**src/rtl/sum_pkg.sv**
```systemverilog
// ---------------------------------------------------------------------------
// sum_pkg
// Definitions shared by the sum/difference calculator and its display path.
//   state_t      : controller states (IDLE, CALC, CONV, DONE)
//   OP_ADD/OP_SUB: encodings of the op input
//   CONV_CYCLES  : number of double-dabble iterations (one per binary bit)
//   SEG7_TABLE   : active-low {g,f,e,d,c,b,a} patterns for digits 0..9
//   dd_step()    : one double-dabble iteration on the packed BCD/binary word
// ---------------------------------------------------------------------------
package sum_pkg;

    typedef enum logic [1:0] {
        ST_IDLE = 2'd0,
        ST_CALC = 2'd1,
        ST_CONV = 2'd2,
        ST_DONE = 2'd3
    } state_t;

    localparam logic OP_ADD = 1'b0;
    localparam logic OP_SUB = 1'b1;

    // The magnitude is 5 bits wide (max 30), so five shift steps.
    localparam int CONV_CYCLES = 5;

    // Double-dabble word: {tens nibble, units nibble, 5-bit binary}.
    localparam int DD_W = 13;

    localparam logic [6:0] SEG7_BLANK = 7'h7F;

    // Index 0 is the leftmost element of the concatenation.
    localparam logic [0:9][6:0] SEG7_TABLE = {
        7'h40, 7'h79, 7'h24, 7'h30, 7'h19,
        7'h12, 7'h02, 7'h78, 7'h00, 7'h10
    };

    // Add 3 to each BCD nibble that is 5 or more, then shift left by one.
    function automatic logic [DD_W-1:0] dd_step(input logic [DD_W-1:0] s);
        logic [DD_W-1:0] t;
        t = s;
        if (t[8:5] >= 4'd5) begin
            t[8:5] = t[8:5] + 4'd3;
        end
        if (t[12:9] >= 4'd5) begin
            t[12:9] = t[12:9] + 4'd3;
        end
        return {t[DD_W-2:0], 1'b0};
    endfunction

endpackage

```
**src/rtl/sum_seq_ctrl_if.sv**
```systemverilog
// ---------------------------------------------------------------------------
// sum_seq_ctrl_if
// Request/result bundle of the calculator.
//   a, b, op, start : request side, driven by the master
//   busy, done, neg : status, driven by the calculator
//   tens, units     : BCD result digits
//   an, seg         : multiplexed 2-digit 7-segment drive (active-low)
// ---------------------------------------------------------------------------
interface sum_seq_ctrl_if;
    logic [3:0] a;
    logic [3:0] b;
    logic       op;
    logic       start;
    logic       busy;
    logic       done;
    logic       neg;
    logic [1:0] tens;
    logic [3:0] units;
    logic [1:0] an;
    logic [6:0] seg;

    modport master (
        output a, b, op, start,
        input  busy, done, neg, tens, units, an, seg
    );

    modport slave (
        input  a, b, op, start,
        output busy, done, neg, tens, units, an, seg
    );
endinterface

```
**src/rtl/bcd_seg7.sv**
```systemverilog
// ---------------------------------------------------------------------------
// bcd_seg7
// Combinational BCD digit to active-low 7-segment decoder.
//   bcd_i : 4-bit digit; 10..15 produce a blank display
//   seg_o : {g,f,e,d,c,b,a}, active-low
// ---------------------------------------------------------------------------
module bcd_seg7
    import sum_pkg::*;
(
    input  logic [3:0] bcd_i,
    output logic [6:0] seg_o
);

    always_comb begin
        seg_o = SEG7_BLANK;
        if (bcd_i < 4'd10) begin
            seg_o = SEG7_TABLE[bcd_i];
        end
    end

endmodule

```
**src/rtl/sum_seq_ctrl.sv**
```systemverilog
// ---------------------------------------------------------------------------
// sum_seq_ctrl
// Sequential 4-bit add / absolute-difference unit with BCD conversion and a
// two-digit multiplexed 7-segment display.
//   clk   : system clock, rising edge
//   rst_n : asynchronous active-low reset
//   bus   : request (a, b, op, start) and result/status/display signals
// A request is latched in IDLE, the magnitude is formed in CALC, converted
// to BCD over five CONV cycles, and published with a one-cycle done pulse.
// The display scan runs freely, independent of the controller.
// ---------------------------------------------------------------------------
module sum_seq_ctrl
    import sum_pkg::*;
#(
    parameter int SCAN_DIV = 50000
) (
    input  logic         clk,
    input  logic         rst_n,
    sum_seq_ctrl_if.slave bus
);

    localparam int               CNT_W     = (SCAN_DIV > 1) ? $clog2(SCAN_DIV) : 1;
    localparam logic [CNT_W-1:0] SCAN_LAST = CNT_W'(SCAN_DIV - 1);
    localparam logic [2:0]       CONV_LAST = 3'(CONV_CYCLES - 1);

    state_t            state_q, state_d;
    logic [3:0]        a_q, b_q;
    logic              op_q;
    logic [DD_W-1:0]   shift_q, dd_next;
    logic [2:0]        bit_cnt_q;
    logic [1:0]        tens_q;
    logic [3:0]        units_q;
    logic              neg_q;
    logic [CNT_W-1:0]  scan_q;
    logic [1:0]        an_q;
    logic [4:0]        mag;
    logic              conv_last;
    logic [3:0]        disp_digit;

    assign conv_last = (bit_cnt_q == CONV_LAST);
    assign dd_next   = dd_step(shift_q);

    always_comb begin
        mag = {1'b0, a_q} + {1'b0, b_q};
        if (op_q == OP_SUB) begin
            if (a_q >= b_q) begin
                mag = {1'b0, a_q - b_q};
            end else begin
                mag = {1'b0, b_q - a_q};
            end
        end
    end

    // FSM: state register
    always_ff @(posedge clk or negedge rst_n) begin
        if (!rst_n) begin
            state_q <= ST_IDLE;
        end else begin
            state_q <= state_d;
        end
    end

    // FSM: next state
    always_comb begin
        state_d = state_q;
        unique case (state_q)
            ST_IDLE: if (bus.start) state_d = ST_CALC;
            ST_CALC: state_d = ST_CONV;
            ST_CONV: if (conv_last) state_d = ST_DONE;
            ST_DONE: state_d = ST_IDLE;
            default: state_d = ST_IDLE;
        endcase
    end

    // FSM: outputs
    always_comb begin
        bus.busy = (state_q != ST_IDLE);
        bus.done = (state_q == ST_DONE);
    end

    // Datapath: operand capture, magnitude load, double-dabble, result publish
    always_ff @(posedge clk or negedge rst_n) begin
        if (!rst_n) begin
            a_q       <= '0;
            b_q       <= '0;
            op_q      <= OP_ADD;
            shift_q   <= '0;
            bit_cnt_q <= '0;
            tens_q    <= '0;
            units_q   <= '0;
            neg_q     <= 1'b0;
        end else begin
            unique case (state_q)
                ST_IDLE: begin
                    if (bus.start) begin
                        a_q  <= bus.a;
                        b_q  <= bus.b;
                        op_q <= bus.op;
                    end
                end
                ST_CALC: begin
                    shift_q   <= {8'd0, mag};
                    bit_cnt_q <= '0;
                end
                ST_CONV: begin
                    shift_q   <= dd_next;
                    bit_cnt_q <= bit_cnt_q + 3'd1;
                    // Publish on the same edge that enters DONE.
                    if (conv_last) begin
                        tens_q  <= dd_next[10:9];
                        units_q <= dd_next[8:5];
                        neg_q   <= (op_q == OP_SUB) && (b_q > a_q);
                    end
                end
                default: ;
            endcase
        end
    end

    // Display scan: free-running dwell counter, digit enable flips on wrap
    always_ff @(posedge clk or negedge rst_n) begin
        if (!rst_n) begin
            scan_q <= '0;
            an_q   <= 2'b10;
        end else if (scan_q == SCAN_LAST) begin
            scan_q <= '0;
            an_q   <= ~an_q;
        end else begin
            scan_q <= scan_q + 1'b1;
        end
    end

    // an = 2'b01 enables the tens digit; otherwise the units digit is shown.
    assign disp_digit = (an_q == 2'b01) ? {2'b00, tens_q} : units_q;

    bcd_seg7 u_seg7 (
        .bcd_i (disp_digit),
        .seg_o (bus.seg)
    );

    assign bus.tens  = tens_q;
    assign bus.units = units_q;
    assign bus.neg   = neg_q;
    assign bus.an    = an_q;

endmodule
```
**src/flat_wrapper.sv**
```systemverilog
// flat-port wrapper written by rule: the top's interface ports become plain ports
module sum_seq_ctrl_flat import sum_pkg::*;
#(
    parameter int SCAN_DIV = 50000
)
  (clk, rst_n, bus_a, bus_b, bus_op, bus_start, bus_busy, bus_done, bus_neg, bus_tens, bus_units, bus_an, bus_seg);
  sum_seq_ctrl_if bus_i ();
  input  logic clk;
  input  logic rst_n;
  input wire logic [$bits(bus_i.a)-1:0] bus_a;
  input wire logic [$bits(bus_i.b)-1:0] bus_b;
  input wire logic [$bits(bus_i.op)-1:0] bus_op;
  input wire logic [$bits(bus_i.start)-1:0] bus_start;
  output wire logic [$bits(bus_i.busy)-1:0] bus_busy;
  output wire logic [$bits(bus_i.done)-1:0] bus_done;
  output wire logic [$bits(bus_i.neg)-1:0] bus_neg;
  output wire logic [$bits(bus_i.tens)-1:0] bus_tens;
  output wire logic [$bits(bus_i.units)-1:0] bus_units;
  output wire logic [$bits(bus_i.an)-1:0] bus_an;
  output wire logic [$bits(bus_i.seg)-1:0] bus_seg;
  assign bus_i.a = bus_a;
  assign bus_i.b = bus_b;
  assign bus_i.op = bus_op;
  assign bus_i.start = bus_start;
  assign bus_busy = bus_i.busy;
  assign bus_done = bus_i.done;
  assign bus_neg = bus_i.neg;
  assign bus_tens = bus_i.tens;
  assign bus_units = bus_i.units;
  assign bus_an = bus_i.an;
  assign bus_seg = bus_i.seg;
  sum_seq_ctrl #(.SCAN_DIV(SCAN_DIV)) u_core (.clk(clk), .rst_n(rst_n), .bus(bus_i));
endmodule
```
**config.mk**
```make
export PLATFORM = sky130hd
export DESIGN_NAME = sum_seq_ctrl_flat
export DESIGN_NICKNAME = d
export VERILOG_FILES = /design/src/rtl/sum_pkg.sv /design/src/rtl/sum_seq_ctrl_if.sv /design/src/rtl/bcd_seg7.sv /design/src/rtl/sum_seq_ctrl.sv /design/src/flat_wrapper.sv
export SDC_FILE = /design/constraint.sdc
export NUM_CORES = 1
export LEC_CHECK = 0
export BUFFER_PORTS_ARGS = -buffer_cell sky130_fd_sc_hd__clkbuf_2
export CAP_MARGIN = 20
export CORE_UTILIZATION = 44
export DETAILED_ROUTE_END_ITERATION = 8
export PLACE_DENSITY_LB_ADDON = 0.12
export RECOVER_POWER = 100
export SLEW_MARGIN = 25
export SYNTH_ARGS = -nofsm -noshare
export SYNTH_HDL_FRONTEND = slang
export SYNTH_SLANG_ARGS = --single-unit
export TNS_END_PERCENT = 20
```
**constraint.sdc**
```tcl
create_clock -name clk -period 5.6 [get_ports clk]
set_input_delay 0.28 -clock clk [delete_from_list [all_inputs] [get_ports clk]]
set_output_delay 0.28 -clock clk [all_outputs]
set_load 0.05 [all_outputs]
```
Word level (Yosys, flattened, before mapping)

Memories as Yosys holds them, arrays and structs flattened.
Index checks and enable logic that the tools add are counted.

Word-level logic and storage cells: 56
Register bits: 52
ROM bits: 112
Output and inout port bits: 18
Memories kept: 1

Memories:

| memory           | depth | bits a word | rd ports | clocked after Yosys merged registers in | write ports | RTL line       | text |
|---|---|---|---|---|---|---|---|
| (name not given) | 16    | 7           | 1        | 0                                       | 0           | bcd_seg7.sv:17 | `seg_o = SEG7_TABLE[bcd_i];` |

Reductions and logical operators: 7
$lt $le $gt $ge: 6
Equal/unequal tests: 8
$add $sub $neg: 7
Muxes and demuxes: 14
Bitwise logic cells: 2

Operator list:

| operator                                                           | count |
|---|---|
| one-hot mux 13 bit (2 select lines)                                | 1 |
| two-way mux 7 bit                                                  | 3 |
| adder 16 x 1 -> 16 bit (second input constant)                     | 1 |
| equality test 16 bit (second input constant)                       | 1 |
| two-way mux 16 bit                                                 | 1 |
| two-way mux 4 bit                                                  | 3 |
| greater-or-equal comparator 4 x 3 -> 1 bit (second input constant) | 2 |
| one-hot mux 2 bit (4 select lines)                                 | 1 |
| subtractor 4 bit                                                   | 2 |
| one-hot mux 3 bit (2 select lines)                                 | 1 |
| AND reduction 2 bit                                                | 3 |
| adder 4 x 4 -> 5 bit                                               | 1 |
| greater-or-equal comparator 5 bit (second input constant)          | 1 |
| two-way mux 5 bit                                                  | 1 |
| NOT 4 -> 5 bit                                                     | 1 |
| adder 4 x 2 -> 4 bit (second input constant)                       | 1 |
| equality test 2 x 1 -> 1 bit (second input constant)               | 2 |
| equality test 2 bit (second input constant)                        | 2 |
| greater-or-equal comparator 4 bit                                  | 1 |
| > comparator 4 bit                                                 | 1 |
| < comparator 4 bit (second input constant)                         | 1 |
| two-way mux 2 bit                                                  | 2 |
| nonzero test 2 bit                                                 | 2 |
| adder 3 x 1 -> 3 bit (second input constant)                       | 1 |
| 8 further kinds                                                    | 8 |

Depth between registers and ports, before layout

Word-level depth: 7
Mapped depth: 8
Gate-level depth less buffers: 8

By module

From an unflattened synthesis, not the netlist that was laid out.

Cells, all modules: 328
Area total of the unflattened synthesis: 3106.7 sq um

By module, submodules not included:

| module       | sequential area each (sq um) | instances | area each (sq um) | cells each |
|---|---|---|---|---|
| sum_seq_ctrl | 1302.5                       | 1         | 2909.0            | 298 |
| bcd_seg7     | 0.0                          | 1         | 197.7             | 30 |

Least setup slack after synthesis

OpenSTA, ideal clock, no wires.

Kind: register to output
Start point: register u_core.an_q[0] (netlist: u_core.bus.an[0])
End point: output bus_seg[5]
Path buffers: 1
Cell stages (with the launch flop): 8
Arrival: 2776 ps
Path slack: 2544 ps
Required time: 5320 ps
Cells stage by stage: dfrtp_1 > nor2b_1 > buf_2 > mux2i_1 > ha_1 > inv_1 > o22ai_1 > a221oi_1

Word-level cells in the longest chain between the ends: 7
Elaborated cells between the ends (all ways): 8

Ends and longest elaborated chain:

| what                                                 | RTL line            | text |
|---|---|---|
| start, declared                                      | sum_seq_ctrl.sv:35  | `logic [1:0] an_q;` |
| start signal, assigned                               | sum_seq_ctrl.sv:127 | `an_q <= ~an_q;` |
| equality test 2 x 1 -> 1 bit (*)                     | sum_seq_ctrl.sv:134 | `assign disp_digit = (an_q == 2'b01) ? {2'b00, tens_q} : units_q;` |
| two-way mux 4 bit (*)                                | sum_seq_ctrl.sv:134 |  |
| NOT 4 -> 5 bit (implied by the code)                 | bcd_seg7.sv:17      |  |
| memory (16 x 7 bit)                                  | n/a                 |  |
| two-way mux 7 bit (implied by the code) (2 in a row) | bcd_seg7.sv:17      |  |
| two-way mux 7 bit (*)                                | bcd_seg7.sv:16      | `if (bcd_i < 4'd10) begin` |
| end, declared                                        | flat_wrapper.sv:20  | `output wire logic [$bits(bus_i.seg)-1:0] bus_seg;` |

Every way passes the cells marked *; elsewhere a longest branch is shown, timed or not. The select of a mux whose other input is x is not followed.

Worst setup path in the final report

Start point: register u_core.an_q[0] (netlist: u_core.bus.an[0])
End point: output bus_seg[0]

Same word-level chain as after synthesis.

==> run metrics <==
Slowest Stage Delay on Critical Path 0.56 ns; drt drc 0; largest cells by area after synthesis dfrtp_1 40%, ha_1 11%, mux2_2 5.0%; post-route setup TNS 0 ns; Tot GR Track Use 16.80%; ys async rst share 100.0%; CP Cell Sequence nor2b_1 -> mux2i_1 -> inv_1 -> ha_1 -> o22a_1 -> o22ai_1 -> nor2_1 -> clkbuf_1; R2R Setup Slk 3.16 ns; Max Clk Rate 0.3270 GHz; Worst Hold Class primary input to flop; Post-synth EDFFs 0; Post-Layout Inst Area 3432 sq um; Site Rows 30; layout cells sized above 1 10.48%; XOR/XNOR Fraction of Synth Area 5.263%; crit path DAT 2.78 ns; syn avg cell area 9.640 sq um; status finished with violations; post-synthesis cell count 328; worst path required time 5.32 ns; R2R cell count 6; clk_lat worst skew 0.31 ns; cell taking the most area after synthesis dfrtp_1; Final Cycle Share 54.60%; Post-Synth Simple-Gate Area 16.30%; top-area cell type share of the netlist area 40.36%; vias in the first global route 2198; CTS root buffer clkbuf_8; Worst Hold Depth 2; Setup WS pre-CTS 2.946 ns; measured slew at the worst slew-check pin 2.748 ns; drt pass-1 iters 4; placed instance area 3354 sq um; die span in y 86.77 um; Hold Path Sink u_core.a_q[3]$_DFFE_PN0P_; reg2reg start u_core.state_q[0]$_DFFE_PN0P_; largest family of logic cells by synthesized area simple AND/OR/NAND/NOR gates; Seq/Total Area, Yosys 41.20%; final-layout fill cell count 701; Worst-path clk slew 0.10 ns; placer's final routability congestion estimate 0.9113; Max Fanout on Critical Path 9; critical path endpoint category primary output; RSZ-0062 raised after global routing false; Max Slew Vio Count 53; post-synthesis net count 371; Peak supply drop 0.0002587 V; Synth Register Bits 52; antenna diode count 0; Final ANT Viol Nets 0; Post-synth top cells 51 x dfrtp_1, 28 x ha_1, 28 x inv_1; kind of critical path flop to primary output; Resized Gates After CTS 0; Vias/cell 5.100; wire per inst 12.80 um; first-pass GRT wire length 9.936 mm; final worst slack 2.542 ns; routed vias 2290; Max clock buf depth 2; FF-to-FF End u_core.shift_q[3]$_DFFE_PN0P_; WL final 5.748 mm; Area Overhead vs Synth 8.548%; hold_buf cts 0; Ys Warns 0; clk_skew 0.003862 ns; top-count cell post-synth dfrtp_1; mux share of post-synthesis cell area 6.569%; Yosys cell types 47; violations in the final reports capacitance limit, slew limit; Synth Area in Compound Gates 11.71%; largest net degree at the start of global routing 53; Hold Vio Cnt, Final 0; fin nets 395; prevailing post-synth register cell dfrtp_1; Die ar. 7529 sq um; CTS tree yes; Cell Area, Synth 3162 sq um; CTS H-tree depth 2; Starting Density 46.03%; clock sink count 52; initial antenna violation count 0; Worst Setup Start Kind flop; Port-buffer cells 29; Slew HR -83.23%; P per Cell Area 492.8 nW/um^2; Min Clock Period, post-route 3.058 ns; io pins 30; total gr overflow 0; hold wc startpoint bus_a[3]; Initial DRC Count 70; slowest CP cell nor2b_1; width of the die 86.77 um; Max-cap violations 1; post-DP HPWL 4.128 mm; final number of setup-violating endpoints 0; adder-cell share of the synthesized area 12.98%; Setup Buffers After CTS 0; LEAKAGE 1.589 nW; Placeable Area 6869 sq um; CTS Buf Count 5
per-stage QoR:
step                total power, mW  hold slack (ns)  instances  utilization [%]
detailed placement            1.441           0.4506        441            48.83
finish                        1.691           0.1982        449            49.96
global placement              1.419           0.4492        441            48.83
floorplan                     1.287         -0.01559        328                -
CTS                           1.713           0.1099        449            50.46
global route                  1.835           0.1811        449            49.96
cell usage in the layout, fill, tap and decap left out, drive strengths merged, types with 2 or more instances in the layout:
cell type	count
xnor2	11
nor3	7
a21oi	18
ha	28
nand3b	2
mux2i	5
nand4	4
nor2	27
nand3	9
and4	3
a31oi	2
nand2	27
fa	3
and3	6
o21ai	22
mux2	14
clkbuf	36
inv	30
o22ai	8
dfrtp	51
xor2	8
nand2b	4
and2	2
nor2b	5
o211ai	3
cell families after synthesis:
kind of cell,count (synthesis)
simple gates,102
flops,52
xor+xnor,19
fa+ha+maj,31
mux,19
compound gates,63
buf+inv,42
power breakdown:
part / total [mW] / switching (mW) / internal, mW
Sequential: 0.532 / 0.0768 / 0.455
Clock: 0.263 / 0.128 / 0.135
Combinational: 0.896 / 0.546 / 0.351
worst max-delay path: cells and delay by family (launching register included):
kind | cells | cell delay, ns
AO/OA/AOI/OAI | 2 | 0.36
adder cells (fa/ha/maj) | 1 | 0.22
buffers and inverters | 2 | 0.43
flip-flops | 1 | 0.40
multiplexers | 1 | 0.42
AND/OR/NAND/NOR | 2 | 0.63
state kept, by name, indices dropped and copies added (netlist names):
name	flops
u_core.op_q	1
u_core.state_q	2
u_core.bus.tens	2
u_core.scan_q	16
u_core.bus.neg	1
u_core.b_q	4
u_core.bus.units	4
u_core.bus.an	2
u_core.bit_cnt_q	3
u_core.a_q	4
u_core.shift_q	13
final cells by class:
class / instances / area (sq um) / area share, %
multi-input combinational: 234 / 1663 / 48.45
sequential: 52 / 1303 / 37.95
timing repair buffer: 30 / 126.4 / 3.682
tap: 96 / 120.1 / 3.500
inverter: 29 / 108.9 / 3.172
clock buffer: 6 / 72.57 / 2.114
clock inverter: 2 / 38.79 / 1.130
metal layers:
metal	vias up	GRT usage (%)	wire (um)
met2	40	26.70	2580
met3	11	3.524	181
met5	-	0	0
met4	0	6.212	97
li1	1167	-	-
met1	1072	22.67	2888
how the worst max path moves through the flow:
| stage | from | end | depth (start not counted) |
|---|---|---|---|
| floorplan | u_core.bus.an[0]$_DFFE_PN0N_ | bus_seg[5] | 7 |
| global placement | u_core.bus.an[0]$_DFFE_PN0N_ | bus_seg[0] | 8 |
| detailed placement | u_core.bus.an[0]$_DFFE_PN0N_ | bus_seg[0] | 8 |
| CTS | u_core.bus.an[0]$_DFFE_PN0N_ | bus_seg[0] | 8 |
| global route | u_core.bus.an[0]$_DFFE_PN0N_ | bus_seg[3] | 7 |
| finish | u_core.bus.an[0]$_DFFE_PN0N_ | bus_seg[0] | 8 |
No activity file was read; power rests on OpenSTA's default activity.
